`src/rtl/affine_sched_ctrl.sv`:
```
// affine_sched_ctrl: programmable affine loop-nest schedule; first valid offset+1 cycles after start, no backpressure.
// Optional AFFINE_SCHED_REPEAT_EN adds a repeat count R at cfg address 2*DIMS+1 (R+1 back-to-back passes).
module affine_sched_ctrl #(
    parameter int DIMS  = 3,
    parameter int W     = 16,
    parameter int CNT_W = 32
) (
    input  logic                clk,
    input  logic                rst_n,
    input  logic                flush,
    input  logic                cfg_we,
    input  logic [7:0]          cfg_addr,
    input  logic [CNT_W-1:0]    cfg_wdata,
    input  logic                start,
    output logic [DIMS*W-1:0]   d,
    output logic                valid,
    output logic                busy,
    output logic                done,
    output logic                cfg_err
);
    localparam int PW = CNT_W + W + 1;

    typedef enum logic [1:0] {S_IDLE, S_DELAY, S_RUN, S_DONE} state_t;

    state_t                     r_state;
    logic [CNT_W-1:0]           r_offset;
    logic [DIMS-1:0][W-1:0]     r_ext;
    logic [DIMS-1:0][CNT_W-1:0] r_stride;
    logic [DIMS-1:0][W-1:0]     r_a_ext;
    logic [DIMS-1:0][CNT_W-1:0] r_a_stride;
    logic [DIMS-1:0][W-1:0]     r_d;
    logic [DIMS-1:0][CNT_W-1:0] r_t;
    logic [CNT_W-1:0]           r_dly;
    logic                       r_valid;
    logic                       r_busy;
    logic                       r_done;
    logic                       r_cfg_err;

    logic                       w_illegal;
    logic [DIMS-1:0]            w_fire;
    logic [DIMS-1:0]            w_at_ext;
    logic [DIMS-1:0]            w_sel;
    logic [DIMS-1:0]            w_clr;
    logic                       w_all_ext;
    logic                       w_adv;
    logic                       w_rep_pend;
    logic                       w_rep_go;

`ifdef AFFINE_SCHED_REPEAT_EN
    logic [CNT_W-1:0]           r_rep;
    logic [CNT_W-1:0]           r_rep_left;
`endif

    always_ff @(posedge clk or negedge rst_n) begin
        if (!rst_n) begin
            r_offset <= '0;
            r_ext    <= '0;
            for (int k = 0; k < DIMS; k++) r_stride[k] <= CNT_W'(1);
`ifdef AFFINE_SCHED_REPEAT_EN
            r_rep    <= '0;
`endif
        end else if (cfg_we && !flush && r_state == S_IDLE) begin
            if (cfg_addr == 8'd0) r_offset <= cfg_wdata;
            for (int k = 0; k < DIMS; k++) begin
                if (cfg_addr == 8'(k + 1))        r_ext[k]    <= cfg_wdata[W-1:0];
                if (cfg_addr == 8'(DIMS + k + 1)) r_stride[k] <= cfg_wdata;
            end
`ifdef AFFINE_SCHED_REPEAT_EN
            if (cfg_addr == 8'(2 * DIMS + 1)) r_rep <= cfg_wdata;
`endif
        end
    end

    // Each outer stride must cover the full span of the next-inner loop, else tuples would collide.
    always_comb begin
        w_illegal = 1'b0;
        for (int k = 0; k < DIMS; k++) begin
            if (r_stride[k] == '0) w_illegal = 1'b1;
        end
        for (int k = 0; k < DIMS - 1; k++) begin
            if (PW'(r_stride[k]) < PW'(r_stride[k+1]) * (PW'(r_ext[k+1]) + PW'(1))) w_illegal = 1'b1;
        end
    end

    always_ff @(posedge clk or negedge rst_n) begin
        if (!rst_n) r_cfg_err <= 1'b0;
        else        r_cfg_err <= w_illegal;
    end

    // The deepest dimension whose timer expires below its extent advances; deeper ones restart.
    always_comb begin
        logic found;
        logic seen;
        found    = 1'b0;
        seen     = 1'b0;
        w_fire   = '0;
        w_at_ext = '0;
        w_sel    = '0;
        w_clr    = '0;
        for (int k = 0; k < DIMS; k++) begin
            w_fire[k]   = (r_t[k] == r_a_stride[k] - CNT_W'(1));
            w_at_ext[k] = (r_d[k] == r_a_ext[k]);
        end
        for (int k = DIMS - 1; k >= 0; k--) begin
            if (!found && w_fire[k] && !w_at_ext[k]) begin
                w_sel[k] = 1'b1;
                found    = 1'b1;
            end
        end
        for (int k = 0; k < DIMS; k++) begin
            w_clr[k] = seen;
            if (w_sel[k]) seen = 1'b1;
        end
    end

    assign w_all_ext = &w_at_ext;
    assign w_adv     = |w_sel;
`ifdef AFFINE_SCHED_REPEAT_EN
    assign w_rep_pend = w_all_ext && (r_rep_left != '0);
`else
    assign w_rep_pend = 1'b0;
`endif
    assign w_rep_go  = w_rep_pend && w_fire[0];

    always_ff @(posedge clk or negedge rst_n) begin
        if (!rst_n) begin
            r_state    <= S_IDLE;
            r_a_ext    <= '0;
            for (int k = 0; k < DIMS; k++) r_a_stride[k] <= CNT_W'(1);
            r_d        <= '0;
            r_t        <= '0;
            r_dly      <= '0;
            r_valid    <= 1'b0;
            r_busy     <= 1'b0;
            r_done     <= 1'b0;
`ifdef AFFINE_SCHED_REPEAT_EN
            r_rep_left <= '0;
`endif
        end else if (flush) begin
            r_state <= S_IDLE;
            r_d     <= '0;
            r_valid <= 1'b0;
            r_busy  <= 1'b0;
            r_done  <= 1'b0;
        end else begin
            case (r_state)
                S_IDLE: begin
                    r_valid <= 1'b0;
                    r_done  <= 1'b0;
                    if (start && !r_cfg_err) begin
                        // Snapshot so a config write in the start cycle only affects later runs.
                        r_a_ext    <= r_ext;
                        r_a_stride <= r_stride;
`ifdef AFFINE_SCHED_REPEAT_EN
                        r_rep_left <= r_rep;
`endif
                        r_busy     <= 1'b1;
                        if (r_offset == '0) begin
                            r_state <= S_RUN;
                            r_valid <= 1'b1;
                            r_d     <= '0;
                            r_t     <= '0;
                        end else begin
                            r_state <= S_DELAY;
                            r_dly   <= r_offset;
                        end
                    end
                end
                S_DELAY: begin
                    if (r_dly == CNT_W'(1)) begin
                        r_state <= S_RUN;
                        r_valid <= 1'b1;
                        r_d     <= '0;
                        r_t     <= '0;
                    end else begin
                        r_dly <= r_dly - CNT_W'(1);
                    end
                end
                S_RUN: begin
                    if (w_all_ext && !w_rep_pend) begin
                        r_state <= S_DONE;
                        r_valid <= 1'b0;
                        r_busy  <= 1'b0;
                        r_done  <= 1'b1;
                    end else if (w_rep_go) begin
`ifdef AFFINE_SCHED_REPEAT_EN
                        r_rep_left <= r_rep_left - CNT_W'(1);
`endif
                        r_d     <= '0;
                        r_t     <= '0;
                        r_valid <= 1'b1;
                    end else begin
                        r_valid <= w_adv;
                        for (int k = 0; k < DIMS; k++) begin
                            if (w_sel[k]) begin
                                r_d[k] <= r_d[k] + W'(1);
                                r_t[k] <= '0;
                            end else if (w_clr[k]) begin
                                r_d[k] <= '0;
                                r_t[k] <= '0;
                            end else begin
                                r_t[k] <= r_t[k] + CNT_W'(1);
                            end
                        end
                    end
                end
                S_DONE: begin
                    r_done  <= 1'b0;
                    r_state <= S_IDLE;
                end
                default: r_state <= S_IDLE;
            endcase
        end
    end

    assign d       = r_d;
    assign valid   = r_valid;
    assign busy    = r_busy;
    assign done    = r_done;
    assign cfg_err = r_cfg_err;

endmodule

```
`config.mk`:
```
export PLATFORM = sky130hd
export DESIGN_NAME = affine_sched_ctrl
export DESIGN_NICKNAME = d
export VERILOG_FILES = /design/src/rtl/affine_sched_ctrl.sv
export SDC_FILE = /design/constraint.sdc
export NUM_CORES = 2
export LEC_CHECK = 0
export CORE_ASPECT_RATIO = 0.75
export CORE_MARGIN = 5
export CORE_UTILIZATION = 36
export DETAILED_ROUTE_END_ITERATION = 12
export DONT_BUFFER_PORTS = 1
export PLACE_DENSITY_LB_ADDON = 0.08
export SLEW_MARGIN = 15
export SYNTH_ARGS = -nofsm -noshare
export SYNTH_HDL_FRONTEND = slang
export SYNTH_SLANG_ARGS = --single-unit
export TNS_END_PERCENT = 30
```
`constraint.sdc`:
```
create_clock -name clk -period 15.5 [get_ports clk]
set_clock_uncertainty 0.1 [all_clocks]
set_input_delay 3.1 -clock clk [delete_from_list [all_inputs] [get_ports clk]]
set_output_delay 3.1 -clock clk [all_outputs]
set_load 0.02 [all_outputs]
```
==> reports/metrics.csv <==
metric,value,unit
Area growth syn-to-layout,7.52,%
first-pass GRT wire length,337000,um
DR WL/cell,23.4,um
vias in the first global route,50600,
Die Y,376,um
cells resized by post-CTS repair,0,
Std-Cell Rows,134,
starting density of the core,36.1,%
Detailed Route Iter0 Violations,3904,
Final min period,10.25,ns
Longest Clk Path Bufs,3,
Total Nets Final,8257,
DRC errors left,0,
Vias,50400,
"Clk Latency, worst-skew pair",0.69,ns
CTS Sinks,502,
"critical path fanouts, max",37,
Post-Syn Area per Cell,8.89,um2
root cell of the clock tree,clkbuf_16,
Critical Path End Type,flop,
total global routing overflow,0,
# port buffers,0,
DRT Pass-1 Iters,5,
post-synthesis sequential area ratio,19.6,%
CP arrival,10.70,ns
failing checks,max-slew violations,
synth top area cells,"fa_1 28%, dfrtp_1 19%, inv_1 7.4%",
Post-synth EDFFs,0,
Synth Register Bits,502,
"most used cell, CP",fa_1,
crit path launch type,flop,
maxcap violations,0,
GP Congestion,0.877,
Worst slew margin,-7.98,%
Antenna Violating Nets Remaining,0,
final worst path period share,66.2,%
Post-CTS Repair Setup Buffers,0,
routed vias/inst,5.34,
Min Hold Slack,0.402,ns
WS Path Type,reg2reg,
Yosys top cell area share,28.0,%
Synth async-reset ratio,100,%
LEAKAGE,33.6,nW
post-DP HPWL,163000,um
final WL,220000,um
largest net degree at the start of global routing,503,
Setup TNS,0,ns
syn_nets,8479,
final slew viol count,132,
final hold violation count,0,
Total GRT Usage,23.5,%
Max rail drop VDD,0.0951,mV
CTS Hold Bufs,0,
H-tree depth,2,
slew of the pin with the lowest slew margin,1.62,ns
Core Footprint,178000,um2
"area leader, netlist",fa_1,
highest clock rate,97.5,MHz
Hold Path Class,reg2reg,
Horiz. Die Dim,497,um
CP peak stage delay,0.88,ns
post-synthesis cell type count,87,
Die ar.,187000,um2
Syn Std Cell Area,64100,um2
io pins,97,
status,finished with violations,
RSZ-0062 raised after global routing,no,
Num CTS Buffers,58,
CTS tree,yes,
Final Setup Violations,0,
CP required,15.94,ns
layout cells sized above 1,8.97,%
CP max stage cell,a211oi_1,
initial antenna violation count,25,
main flop type after synthesis,dfrtp_1,
clk slew on worst S/H paths,0.07,ns
Final Instance Area,68900,um2
synth warn,0,
P per Cell Area,54.7,nW/um2
Post-Syn Instances,7211,
cell area after placement,66700,um2
## stage by stage
step,util [%],power (mW),cells,setup slack (ns)
2_1_floorplan,-,1.94,7211,6.71
3_3_place_gp,37.6,2.20,9309,5.43
3_5_place_dp,37.6,2.21,9309,5.23
4_1_cts,38.8,3.81,9418,5.21
5_1_grt,38.8,3.95,9424,4.62
6_report,38.8,3.77,9434,5.25
## final timing paths
path | cells past startpoint | start | end | slack, ns
min in group asynchronous | 0 | rst_n | d[31]$_DFFE_PN0P_ | 2.05
worst min register to register | 1 | r_ext[15]$_DFFE_PN0P_ | r_a_ext[15]$_DFFE_PN0P_ | 0.40
worst max-delay path | 33 | r_ext[16]$_DFFE_PN0P_ | cfg_err$_DFF_PN0_ | 5.25
max in group asynchronous | 0 | rst_n | r_t[90]$_DFFE_PN0P_ | 11.99
worst min-delay path | 1 | r_ext[15]$_DFFE_PN0P_ | r_a_ext[15]$_DFFE_PN0P_ | 0.40
worst max register to register | 33 | r_ext[16]$_DFFE_PN0P_ | cfg_err$_DFF_PN0_ | 5.25
## report_power, final
part | switching [mW] | internal (mW) | total [mW] | leakage, nW
Sequential | 0.0882 | 1.38 | 1.47 | 6.88
Clock | 0.653 | 0.927 | 1.58 | 1.07
Combinational | 0.489 | 0.237 | 0.726 | 25.7
## routing by layer
metal | global-route usage [%] | vias up | part of all wire (%)
li1 | - | 22500 | -
met1 | 37.0 | 26200 | 50
met2 | 34.0 | 1442 | 41
met3 | 4.26 | 182 | 6.7
met4 | 3.62 | 4 | 1.6
met5 | 0 | - | 0.0082
## Yosys cell counts (all sizes together), types with 38 or more instances
| library cell | count |
|---|---|
| clkbuf | 377 |
| xor2 | 139 |
| a21oi | 212 |
| and3 | 65 |
| nor4 | 107 |
| nand2 | 1016 |
| ha | 325 |
| dfrtp | 496 |
| mux2 | 317 |
| inv | 1269 |
| fa | 898 |
| o211ai | 38 |
| nor3 | 106 |
| nand2b | 86 |
| nand3 | 169 |
| a21o | 38 |
| nand4 | 101 |
| nor2 | 261 |
| o21ai | 192 |
| and2 | 307 |
| xnor2 | 175 |
## layout make-up
type                    instances  area (um2)
fillers                     18100      109000
clock inverters                34         503
inverters                    1269        4760
repair buffers                116         871
diodes                         16        40.0
flip-flops and latches        502       12600
clock buffers                  75        1660
well taps                    2380        2980
multi-input cells            5042       45600
## cells in the final DEF, fill, tap and decap left out, drive strengths merged, types with 17 or more instances in the layout
cell type / synthesis / routed
nand2b: 86 / 86
a21o: 38 / 38
a31oi: 27 / 27
or4: 28 / 28
o21ai: 192 / 192
nor4: 107 / 107
mux2: 317 / 317
clkinv: 0 / 18
o22ai: 22 / 22
inv: 1269 / 1274
fa: 898 / 898
nand2: 1016 / 1016
buf: 21 / 116
ha: 325 / 325
o211ai: 38 / 38
and3: 65 / 65
nor3: 106 / 106
a21oi: 212 / 212
xnor2: 175 / 175
nand3b: 23 / 23
nor2: 261 / 261
and4: 17 / 17
a211oi: 37 / 37
nand4: 101 / 101
dfrtp: 496 / 496
nor2b: 31 / 31
nand3: 169 / 169
o31ai: 19 / 19
a22o: 17 / 17
and2: 307 / 307
xor2: 139 / 139
clkbuf: 377 / 75
mux2i: 27 / 27
or3: 32 / 32
## cell families after synthesis
family                   after synthesis  share of synthesized area, %
XOR/XNOR                             314                          4.29
multiplexers                         344                          5.99
AO/OA/AOI/OAI                        752                          7.47
adder cells (fa/ha/maj)             1223                          34.4
buffers and inverters               1667                          9.82
AND/OR/NAND/NOR                     2409                          18.5
flip-flops                           502                          19.6
## worst max-delay path, delay by kind of cell (launching register included)
| kind | cells | cell delay [ns] |
|---|---|---|
| AO/OA/AOI/OAI | 6 | 2.03 |
| XOR/XNOR | 2 | 0.35 |
| adder cells (fa/ha/maj) | 8 | 3.66 |
| buffers and inverters | 5 | 0.99 |
| flip-flops | 1 | 0.33 |
| AND/OR/NAND/NOR | 12 | 2.58 |
## registers in the layout, indices dropped and copies added, names as in the netlist
register    flops
r_offset       32
d              48
r_dly          32
valid           1
busy            1
r_a_ext        48
r_state         2
cfg_err         1
r_stride       96
r_t            96
done            1
r_a_stride     96
r_ext          48
(Power assumes the default switching activity.)
